**config.mk**
```make
export PLATFORM = sky130hd
export DESIGN_NAME = dc_commutator_flat
export DESIGN_NICKNAME = d
export VERILOG_FILES = /design/src/rtl/dc_commutator_if.sv /design/src/rtl/dc_commutator.sv /design/src/flat_wrapper.sv
export SDC_FILE = /design/constraint.sdc
export NUM_CORES = 1
export LEC_CHECK = 0
export ABC_AREA = 1
export ABC_CLOCK_PERIOD_IN_PS = 3300
export CAP_MARGIN = 20
export CORE_MARGIN = 1.5
export CORE_UTILIZATION = 60
export DETAILED_ROUTE_END_ITERATION = 6
export PLACE_DENSITY_LB_ADDON = 0.1
export SLEW_MARGIN = 20
export SYNTH_ARGS = -nofsm -noshare
export SYNTH_HDL_FRONTEND = slang
export SYNTH_SLANG_ARGS = --single-unit
```
**constraint.sdc**
```tcl
create_clock -name clk -period 3.3 [get_ports clk]
set_input_delay 0.99 -clock clk [delete_from_list [all_inputs] [get_ports clk]]
set_output_delay 0.99 -clock clk [all_outputs]
set_load 0.005 [all_outputs]
```
**src/rtl/dc_commutator_if.sv**
```systemverilog
// Stream bundle between the radix-2 PE and the delay commutator.
// Latency: none (wires only).
// Backpressure: producer holds a beat while in_ready is low; outputs carry no ready.
// Ports: in_valid/in_ready/flush + in0..in3 toward the commutator,
//        out_valid + out0..out3 + busy from it.
interface dc_commutator_if #(
  parameter int WIDTH = 32
);
  logic             in_valid;
  logic             in_ready;
  logic             flush;
  logic [WIDTH-1:0] in0;
  logic [WIDTH-1:0] in1;
  logic [WIDTH-1:0] in2;
  logic [WIDTH-1:0] in3;
  logic             out_valid;
  logic [WIDTH-1:0] out0;
  logic [WIDTH-1:0] out1;
  logic [WIDTH-1:0] out2;
  logic [WIDTH-1:0] out3;
  logic             busy;

  modport master (
    output in_valid, flush, in0, in1, in2, in3,
    input  in_ready, out_valid, out0, out1, out2, out3, busy
  );

  modport slave (
    input  in_valid, flush, in0, in1, in2, in3,
    output in_ready, out_valid, out0, out1, out2, out3, busy
  );
endinterface

```
**src/rtl/dc_commutator.sv**
```systemverilog
// Delay-commutator reorder stage: re-pairs samples D beats apart on pairs A=(in0,in2), B=(in1,in3).
// Latency: D internal beats plus one register cycle; first output on the beat after the D-th input.
// Backpressure: in_ready drops only while draining; stalls (no beat) freeze all state.
// Ports: clk, reset (sync, active-high), bus (slave modport of dc_commutator_if).
module dc_commutator #(
  parameter int WIDTH      = 32,
  parameter int DEPTH_LOG2 = 2
) (
  input  logic           clk,
  input  logic           reset,
  dc_commutator_if.slave bus
);
  localparam int D  = 1 << DEPTH_LOG2;
  localparam int CW = DEPTH_LOG2 + 1;
  localparam logic [CW-1:0]         FILL_FULL  = CW'(D);
  localparam logic [DEPTH_LOG2-1:0] DRAIN_LAST = DEPTH_LOG2'(D - 1);

  typedef enum logic [1:0] {FILL, RUN, DRAIN} state_e;

  state_e                state_q, state_d;
  logic [CW-1:0]         fill_q, fill_d;
  logic [CW-1:0]         phase_q, phase_d;
  logic [DEPTH_LOG2-1:0] drain_q, drain_d;

  // Per pair: bottom delay line and delay line for the selected "a" operand.
  // Index 0 is the newest entry, D-1 the one written D beats ago.
  logic [WIDTH-1:0] bdl_q [2][D];
  logic [WIDTH-1:0] bdl_d [2][D];
  logic [WIDTH-1:0] adl_q [2][D];
  logic [WIDTH-1:0] adl_d [2][D];
  logic [WIDTH-1:0] out_q [4];
  logic [WIDTH-1:0] out_d [4];
  logic             out_valid_q, out_valid_d;

  logic             in_ready;
  logic             accept;
  logic             beat;
  logic             sel;
  logic [WIDTH-1:0] top_in [2];
  logic [WIDTH-1:0] bot_in [2];
  logic [WIDTH-1:0] a_v [2];
  logic [WIDTH-1:0] b_v [2];

  assign in_ready = (state_q != DRAIN);
  assign accept   = bus.in_valid & in_ready;
  // Drain cycles always advance, feeding zeros to push the tail out.
  assign beat     = accept | (state_q == DRAIN);
  assign sel      = phase_q[DEPTH_LOG2];

  assign bus.in_ready  = in_ready;
  assign bus.busy      = (state_q != FILL) || (fill_q != '0);
  assign bus.out_valid = out_valid_q;
  assign bus.out0      = out_q[0];
  assign bus.out1      = out_q[1];
  assign bus.out2      = out_q[2];
  assign bus.out3      = out_q[3];

  always_comb begin
    top_in[0] = bus.in0;
    top_in[1] = bus.in1;
    bot_in[0] = bus.in2;
    bot_in[1] = bus.in3;
    if (state_q == DRAIN) begin
      top_in[0] = '0;
      top_in[1] = '0;
      bot_in[0] = '0;
      bot_in[1] = '0;
    end
  end

  // Datapath: swap network, delay-line shifting and output register load.
  always_comb begin
    bdl_d       = bdl_q;
    adl_d       = adl_q;
    out_d       = out_q;
    out_valid_d = 1'b0;
    for (int p = 0; p < 2; p++) begin
      a_v[p] = sel ? bdl_q[p][D-1] : top_in[p];
      b_v[p] = sel ? top_in[p]     : bdl_q[p][D-1];
    end
    if (beat) begin
      for (int p = 0; p < 2; p++) begin
        for (int i = D - 1; i > 0; i--) begin
          bdl_d[p][i] = bdl_q[p][i-1];
          adl_d[p][i] = adl_q[p][i-1];
        end
        bdl_d[p][0] = bot_in[p];
        adl_d[p][0] = a_v[p];
      end
      // Only once D beats of the current frame are in the lines is the output meaningful.
      if (fill_q == FILL_FULL) begin
        for (int p = 0; p < 2; p++) begin
          out_d[p]   = adl_q[p][D-1];
          out_d[p+2] = b_v[p];
        end
        out_valid_d = 1'b1;
      end
    end
  end

  // Control FSM.
  always_comb begin
    state_d = state_q;
    fill_d  = fill_q;
    phase_d = phase_q;
    drain_d = drain_q;
    if (beat) phase_d = phase_q + 1'b1;
    case (state_q)
      FILL: begin
        if (accept) fill_d = fill_q + 1'b1;
        // A flush before any sample arrived has nothing to drain.
        if (bus.flush && (fill_q != '0)) begin
          state_d = DRAIN;
          drain_d = '0;
        end else if (accept && (fill_q == FILL_FULL - 1'b1)) begin
          state_d = RUN;
        end
      end
      RUN: begin
        // A beat presented with the flush is accepted on this edge before draining.
        if (bus.flush) begin
          state_d = DRAIN;
          drain_d = '0;
        end
      end
      DRAIN: begin
        // Fill keeps counting so a partially filled frame only emits once D beats are in.
        if (fill_q != FILL_FULL) fill_d = fill_q + 1'b1;
        drain_d = drain_q + 1'b1;
        if (drain_q == DRAIN_LAST) begin
          state_d = FILL;
          fill_d  = '0;
          phase_d = '0;
          drain_d = '0;
        end
      end
      default: state_d = FILL;
    endcase
  end

  always_ff @(posedge clk) begin
    if (reset) begin
      state_q     <= FILL;
      fill_q      <= '0;
      phase_q     <= '0;
      drain_q     <= '0;
      out_valid_q <= 1'b0;
      for (int p = 0; p < 2; p++) begin
        for (int i = 0; i < D; i++) begin
          bdl_q[p][i] <= '0;
          adl_q[p][i] <= '0;
        end
      end
      for (int l = 0; l < 4; l++) out_q[l] <= '0;
    end else begin
      state_q     <= state_d;
      fill_q      <= fill_d;
      phase_q     <= phase_d;
      drain_q     <= drain_d;
      out_valid_q <= out_valid_d;
      bdl_q       <= bdl_d;
      adl_q       <= adl_d;
      out_q       <= out_d;
    end
  end
endmodule

```
**src/flat_wrapper.sv**
```systemverilog
// flat-port wrapper written by rule: the top's interface ports become plain ports
module dc_commutator_flat 
#(
  parameter int WIDTH      = 32,
  parameter int DEPTH_LOG2 = 2
)
  (clk, reset, bus_in_valid, bus_flush, bus_in0, bus_in1, bus_in2, bus_in3, bus_in_ready, bus_out_valid, bus_out0, bus_out1, bus_out2, bus_out3, bus_busy);
  dc_commutator_if #(.WIDTH(WIDTH)) bus_i ();
  input  logic clk;
  input  logic reset;
  input wire logic [$bits(bus_i.in_valid)-1:0] bus_in_valid;
  input wire logic [$bits(bus_i.flush)-1:0] bus_flush;
  input wire logic [$bits(bus_i.in0)-1:0] bus_in0;
  input wire logic [$bits(bus_i.in1)-1:0] bus_in1;
  input wire logic [$bits(bus_i.in2)-1:0] bus_in2;
  input wire logic [$bits(bus_i.in3)-1:0] bus_in3;
  output wire logic [$bits(bus_i.in_ready)-1:0] bus_in_ready;
  output wire logic [$bits(bus_i.out_valid)-1:0] bus_out_valid;
  output wire logic [$bits(bus_i.out0)-1:0] bus_out0;
  output wire logic [$bits(bus_i.out1)-1:0] bus_out1;
  output wire logic [$bits(bus_i.out2)-1:0] bus_out2;
  output wire logic [$bits(bus_i.out3)-1:0] bus_out3;
  output wire logic [$bits(bus_i.busy)-1:0] bus_busy;
  assign bus_i.in_valid = bus_in_valid;
  assign bus_i.flush = bus_flush;
  assign bus_i.in0 = bus_in0;
  assign bus_i.in1 = bus_in1;
  assign bus_i.in2 = bus_in2;
  assign bus_i.in3 = bus_in3;
  assign bus_in_ready = bus_i.in_ready;
  assign bus_out_valid = bus_i.out_valid;
  assign bus_out0 = bus_i.out0;
  assign bus_out1 = bus_i.out1;
  assign bus_out2 = bus_i.out2;
  assign bus_out3 = bus_i.out3;
  assign bus_busy = bus_i.busy;
  dc_commutator #(.WIDTH(WIDTH), .DEPTH_LOG2(DEPTH_LOG2)) u_core (.clk(clk), .reset(reset), .bus(bus_i));
endmodule
```
==> results of run 1 <==
area by class of cell:
cell class                 instances  share of cell area [%]
multi-input combinational       2161                    32.8
timing repair buffer             302                    10.6
clock buffer                     102                    7.11
clock inverter                    17                    1.01
sequential                       651                    44.5
inverter                         129                    1.71
antenna                            5                  0.0427
tap                              525                    2.24
cells in the final DEF (no fill, tap or decap), types with 53 or more instances in the layout:
| cell type | synthesis | layout |
|---|---|---|
| nor2_1 | 955 | 955 |
| dfxtp_1 | 651 | 650 |
| o21ai_0 | 616 | 616 |
| clkdlybuf4s50_1 | 0 | 260 |
| nand2_1 | 201 | 201 |
| a21oi_1 | 148 | 148 |
| inv_1 | 124 | 124 |
| nand3_1 | 111 | 111 |
| clkbuf_16 | 0 | 71 |
| nor3_1 | 53 | 53 |
worst max-delay path, stage by stage, from the launching register on:
cell and delay (ps):
dfxtp_1 340, inv_1 80, ha_1 240, nand3_1 120, clkdlybuf4s50_1 500
how the worst max path moves through the flow:
stage | startpoint | to | cells after the start
global placement | bus_in_valid | u_core.bus.out0[12] | 8
detailed placement | bus_in_valid | u_core.bus.out0[19] | 8
finish | u_core.fill_q[0] | bus_busy | 4
CTS | u_core.fill_q[0] | bus_busy | 4
global route | u_core.fill_q[0] | bus_busy | 4
floorplan | reset | u_core.adl_q[100] | 6
stage by stage:
stage / std cells / area (um^2)
3_5_place_dp: 3768 / 26900
3_3_place_gp: 3768 / 26900
2_1_floorplan: 3197 / 24200
4_1_cts: 3887 / 29300
6_report: 3892 / 29300
5_1_grt: 3892 / 29300
sequential cells by signal (all words and copies together) (netlist names):
| register | flops |
|---|---|
| u_core.adl_q | 256 |
| u_core.bdl_q | 256 |
| u_core.bus.out0 | 32 |
| u_core.bus.out1 | 32 |
| u_core.bus.out2 | 32 |
| u_core.bus.out3 | 32 |
| u_core.fill_q | 3 |
| u_core.phase_q | 3 |
| u_core.drain_q | 2 |
| u_core.state_q | 2 |
| u_core.bus.out_valid | 1 |
metal layers:
layer  vias up  track usage [%]  part of all wire [%]
li1      10600                -                     -
met1      9794             41.6                    48
met2       688             41.9                    44
met3       103             4.08                   6.3
met4         2             10.1                   2.5
met5         -                0                 0.028
power groups by stage:
stage	Clock (mW)	Combinational [mW]	Sequential, mW
finish	7.98	5.35	10.2
global route	8.42	6.01	10.3
CTS	8.07	5.33	10.2
detailed placement	0	5.23	10.3
global placement	0	5.10	10.3
floorplan	0	3.45	10.1
cell families after synthesis:
kind of cell	count (synthesis)	synth area share (%)
AO/OA/AOI/OAI	830	17.8
adder cells (fa/ha/maj)	5	0.258
AND/OR/NAND/NOR	1326	21.5
flip-flops	651	53.8
buffers and inverters	385	6.64
==> flow_summary_export.csv, run 1 <==
group,metric,value,unit
clock_network,cts_hold_buf,0,
setup_path,r2r_slack,1010,ps
global_route,grt_overflow,0,
logic_synthesis,yosysTopAreaCell,"dfxtp_1",
global_route,grt_pass1_vias,19200,
setup_path,cp-start-kind,"flip-flop",
clock_network,clkSlewWorstSetupHoldPaths,60,ps
setup_path,critPathMaxFanout,3,
die,die_y,204,um
timing,relSlewSlack,33.8,%
clock_network,numCtsBuffers,66,
logic_synthesis,yosysSeqAreaShare,53.8,%
cells_and_area,post-route-util,73.6,%
global_route,antenna_found_initial,6,
clock_network,cts-root-buf,"clkbuf_16",
logic_synthesis,synth_fp_nets,3334,
clock_network,clockBufferDepth,3,
logic_synthesis,synth_most_common_cell,"nor2_1",
timing,rsz0062_at_grt,"no",
detailed_routing,dr.pass1.iters,6,
clock_network,htreeDepth,3,
logic_synthesis,synthTopCellsByArea,"dfxtp_1, nor2_1, o21ai_0, nand2_1, a21oi_1",
logic_synthesis,ys_ff_latch,651,
timing,fin_crit,2840,ps
hold_path,hold-path-cell-count,2,
pwr,p_int,16.4,mW
run_status,status,"finished clean",
setup_path,cp_data_required_time,2310,ps
detailed_routing,routed_wl,60300,um
detailed_routing,wl_per_cell,15.5,um
cells_and_area,area_growth,20.9,%
timing,fin_crit_sh,86.0,%
logic_synthesis,yosys_warnings,0,
setup_path,rr_worst_depth,7,
logic_synthesis,syn_area,0.0242,mm^2
cells_and_area,fin_nets,3448,
global_route,grt_use_total,28.2,%
timing,worstMarginPinSlew,994,ps
die,core,0.0398,mm^2
timing,slew_violations,0,
hold_path,hold_path.class,"flip-flop to flip-flop",
setup_path,worst-setup-path-type,"flip-flop to output port",
detailed_routing,drtIter0Drc,2029,
logic_synthesis,ys.flop_type,"dfxtp_1",
logic_synthesis,synthCells,3197,
timing,setup_ws,463,ps
die,die-area,0.0416,mm^2
detailed_routing,post_drt_via_cell_ratio,5.45,
die,ios,263,
die,rows,73,
clock_network,cts_tree,"done",
hold_path,min_from,"u_core.bdl_q[114]",
die,die_w,204,um
clock_network,cts.sinks,651,
logic_synthesis,syn_avg_cell_area,7.58,um^2
clock_network,clock_latency,580,ps
pwr,p_sw,7.07,mW
cells_and_area,fillers,3124,
placement,dp_hpwl,35900,um
timing,max_clock_freq,353,MHz
logic_synthesis,yosysUniqueCellTypes,22,
hold_path,hold_end,"u_core.bdl_q[114]",
detailed_routing,antenna_left,0,
detailed_routing,route.vias.total,21200,
pwr,p_leak,12.1,nW
timing,fin_setup_tns,0,ps
clock_network,post_cts_buffers,0,
pwr,pwr-share-seq,43.3,%
setup_path,worstPathArrival,1850,ps
cells_and_area,multiInputGateArea,0.00960,mm^2
setup_path,cp-end-kind,"output port",
die,initial_utilization,60.8,%
placement,place_congestion,0.866,
timing,setup_viol,0,
placement,portBuffers,262,
logic_synthesis,yosys.area.top_type_share,53.8,%
setup_path,r2r_start,"u_core.state_q[1]",
clock_network,ctsResizeCount,0,
pwr,powerDensity,803,mW/mm^2
global_route,grt_start_max_net_pins,281,
pwr,combPwrFrac,22.7,%
logic_synthesis,synth-async-reset-ratio,0,%
placement,pre_cts_slack,381,ps
flow_run,max_cap_viol_count,0,
cells_and_area,drive_gt1_share,4.79,%
logic_synthesis,synth_edf_count,0,
pwr,ir_worst_vdd,0.000748,V
timing,hold_violations,0,
global_route,grt_pass1_wl,96800,um
logic_synthesis,synth_commonest_cells,"nor2_1, dfxtp_1, o21ai_0",
timing,hold_slack,461,ps
detailed_routing,drc,0,
cells_and_area,regArea,0.0130,mm^2
timing,fin_worst_skew,15.5,ps
setup_path,r2r-end,"u_core.bus.out1[5]",
pwr,power_frac_clock,33.9,%
pwr,swShare,30.0,%
pwr,power,23.5,mW
Note: power is estimated with default switching activity, not from simulation.
==> run 2, diff against run 1 <==
--- a/config.mk
+++ b/config.mk
@@ -10,9 +10,10 @@
 export CAP_MARGIN = 20
 export CORE_MARGIN = 1.5
 export CORE_UTILIZATION = 60
+export CTS_CLUSTER_DIAMETER = 40
 export DETAILED_ROUTE_END_ITERATION = 6
 export PLACE_DENSITY_LB_ADDON = 0.1
-export SLEW_MARGIN = 20
+export SLEW_MARGIN = 25
 export SYNTH_ARGS = -nofsm -noshare
 export SYNTH_HDL_FRONTEND = slang
 export SYNTH_SLANG_ARGS = --single-unit
==> flow_summary_export.csv, run 2 (synthesis gave the netlist of run 1 again) <==
group,metric,value,unit
run_status,status,"finished clean",
timing,slew_violations,0,
clock_network,clkSlewWorstSetupHoldPaths,60,ps
global_route,antenna_found_initial,3,
pwr,p_leak,12.2,nW
timing,setup_ws,465,ps
setup_path,critPathMaxFanout,3,
timing,fin_crit_sh,85.9,%
timing,fin_worst_skew,19.6,ps
die,rows,73,
detailed_routing,wl_per_cell,15.2,um
clock_network,cts_tree,"done",
setup_path,crit_path_max_incr_delay,500,ps
clock_network,cts_hold_buf,0,
cells_and_area,fin_nets,3460,
pwr,ir_worst_vdd,0.000730,V
timing,hold_violations,0,
hold_path,hold_path.class,"flip-flop to flip-flop",
global_route,grt_start_max_net_pins,281,
pwr,power,24.1,mW
clock_network,cts.sinks,651,
cells_and_area,stdcell_area,0.0296,mm^2
setup_path,cp_data_required_time,2310,ps
timing,worstMarginPinSlew,1010,ps
timing,rsz0062_at_grt,"no",
die,die_w,204,um
setup_path,crit_family,"buffers and inverters",
clock_network,clockBufferDepth,3,
detailed_routing,dr.pass1.iters,6,
clock_network,clock_latency,590,ps
detailed_routing,routed_wl,59600,um
clock_network,htreeDepth,3,
die,die-area,0.0416,mm^2
setup_path,worst-setup-path-type,"flip-flop to output port",
setup_path,cp-start-kind,"flip-flop",
cells_and_area,final_cell_mix,"nor2_1, dfxtp_1, o21ai_0",
timing,relSlewSlack,32.6,%
pwr,powerDensity,814,mW/mm^2
placement,pre_cts_slack,381,ps
detailed_routing,antenna_left,0,
global_route,grt_pass1_vias,19000,
setup_path,path_cells,"inv_1 -> ha_1 -> nand3_1 -> clkdlybuf4s50_1",
setup_path,cp_num_buf_inv,2,
detailed_routing,drc,0,
cells_and_area,area_growth,22.0,%
cells_and_area,drive_gt1_share,5.50,%
die,ios,263,
setup_path,worstPathArrival,1850,ps
timing,fin_setup_tns,0,ps
cells_and_area,stdcell_count,3911,
flow_run,max_cap_viol_count,0,
die,die_y,204,um
clock_network,numCtsBuffers,78,
placement,place_area,0.0269,mm^2
clock_network,post_cts_buffers,0,
cells_and_area,final_common_cell,"nor2_1",
clock_network,cts-root-buf,"clkbuf_16",
detailed_routing,drtIter0Drc,2108,
die,core,0.0398,mm^2
placement,placed_cells,3768,
setup_path,critPathSlowestCell,"clkdlybuf4s50_1",
global_route,grt_overflow,0,
clock_network,ctsResizeCount,0,
global_route,grt_pass1_wl,95900,um
timing,max_clock_freq,353,MHz
global_route,grt_use_total,27.9,%
setup_path,cp-end-kind,"output port",
placement,place_congestion,0.866,
detailed_routing,post_drt_via_cell_ratio,5.44,
setup_path,r2r_slack,1020,ps
detailed_routing,route.vias.total,21300,
die,initial_utilization,60.8,%
timing,fin_crit,2840,ps
timing,setup_viol,0,
placement,portBuffers,262,
placement,dp_hpwl,35900,um
cells_and_area,top_regs,"u_core.adl_q: 256 flops, u_core.bdl_q: 256 flops",
## run 2: area by class of cell
class / count / area (um^2)
tap: 525 / 657
timing repair buffer: 302 / 3110
multi-input combinational: 2161 / 9600
antenna: 2 / 5.00
inverter: 129 / 502
fill: 3088 / 10300
sequential: 651 / 13000
clock buffer: 105 / 2270
clock inverter: 36 / 383
## run 2: worst min-delay path, cell delays in order, from the launching register on
cell	delay (ps)
dfxtp_1	310
nand2_1	60
a21oi_1	50
## run 2: per-stage QoR
| step | util (%) | hold WS, ps |
|---|---|---|
| after floorplan | - | 440 |
| after global placement | 67.6 | 450 |
| after detailed placement | 67.6 | 454 |
| after CTS | 74.2 | 463 |
| after global routing | 74.2 | 476 |
| final | 74.2 | 460 |
## run 2: path summary, 6_finish.rpt
check | startpoint | endpoint | cells after the start
min reg2reg | u_core.bdl_q[114] | u_core.bdl_q[114] | 2
min | u_core.bdl_q[114] | u_core.bdl_q[114] | 2
max reg2reg | u_core.state_q[1] | u_core.bus.out0[19] | 7
max | u_core.fill_q[0] | bus_busy | 4
## run 2: where the power goes
part / switching [mW] / internal, mW
sequential: 0.813 / 9.37
combinational: 3.22 / 2.11
clock: 3.31 / 5.25
total: 7.34 / 16.7
## run 2: metal layers
layer / routed length, um / vias to the layer above / track usage (%)
met5: 17 / - / 0
li1: - / 10600 / -
met2: 25600 / 764 / 40.8
met4: 1440 / 2 / 9.40
met1: 28300 / 9795 / 41.5
met3: 4280 / 97 / 5.10
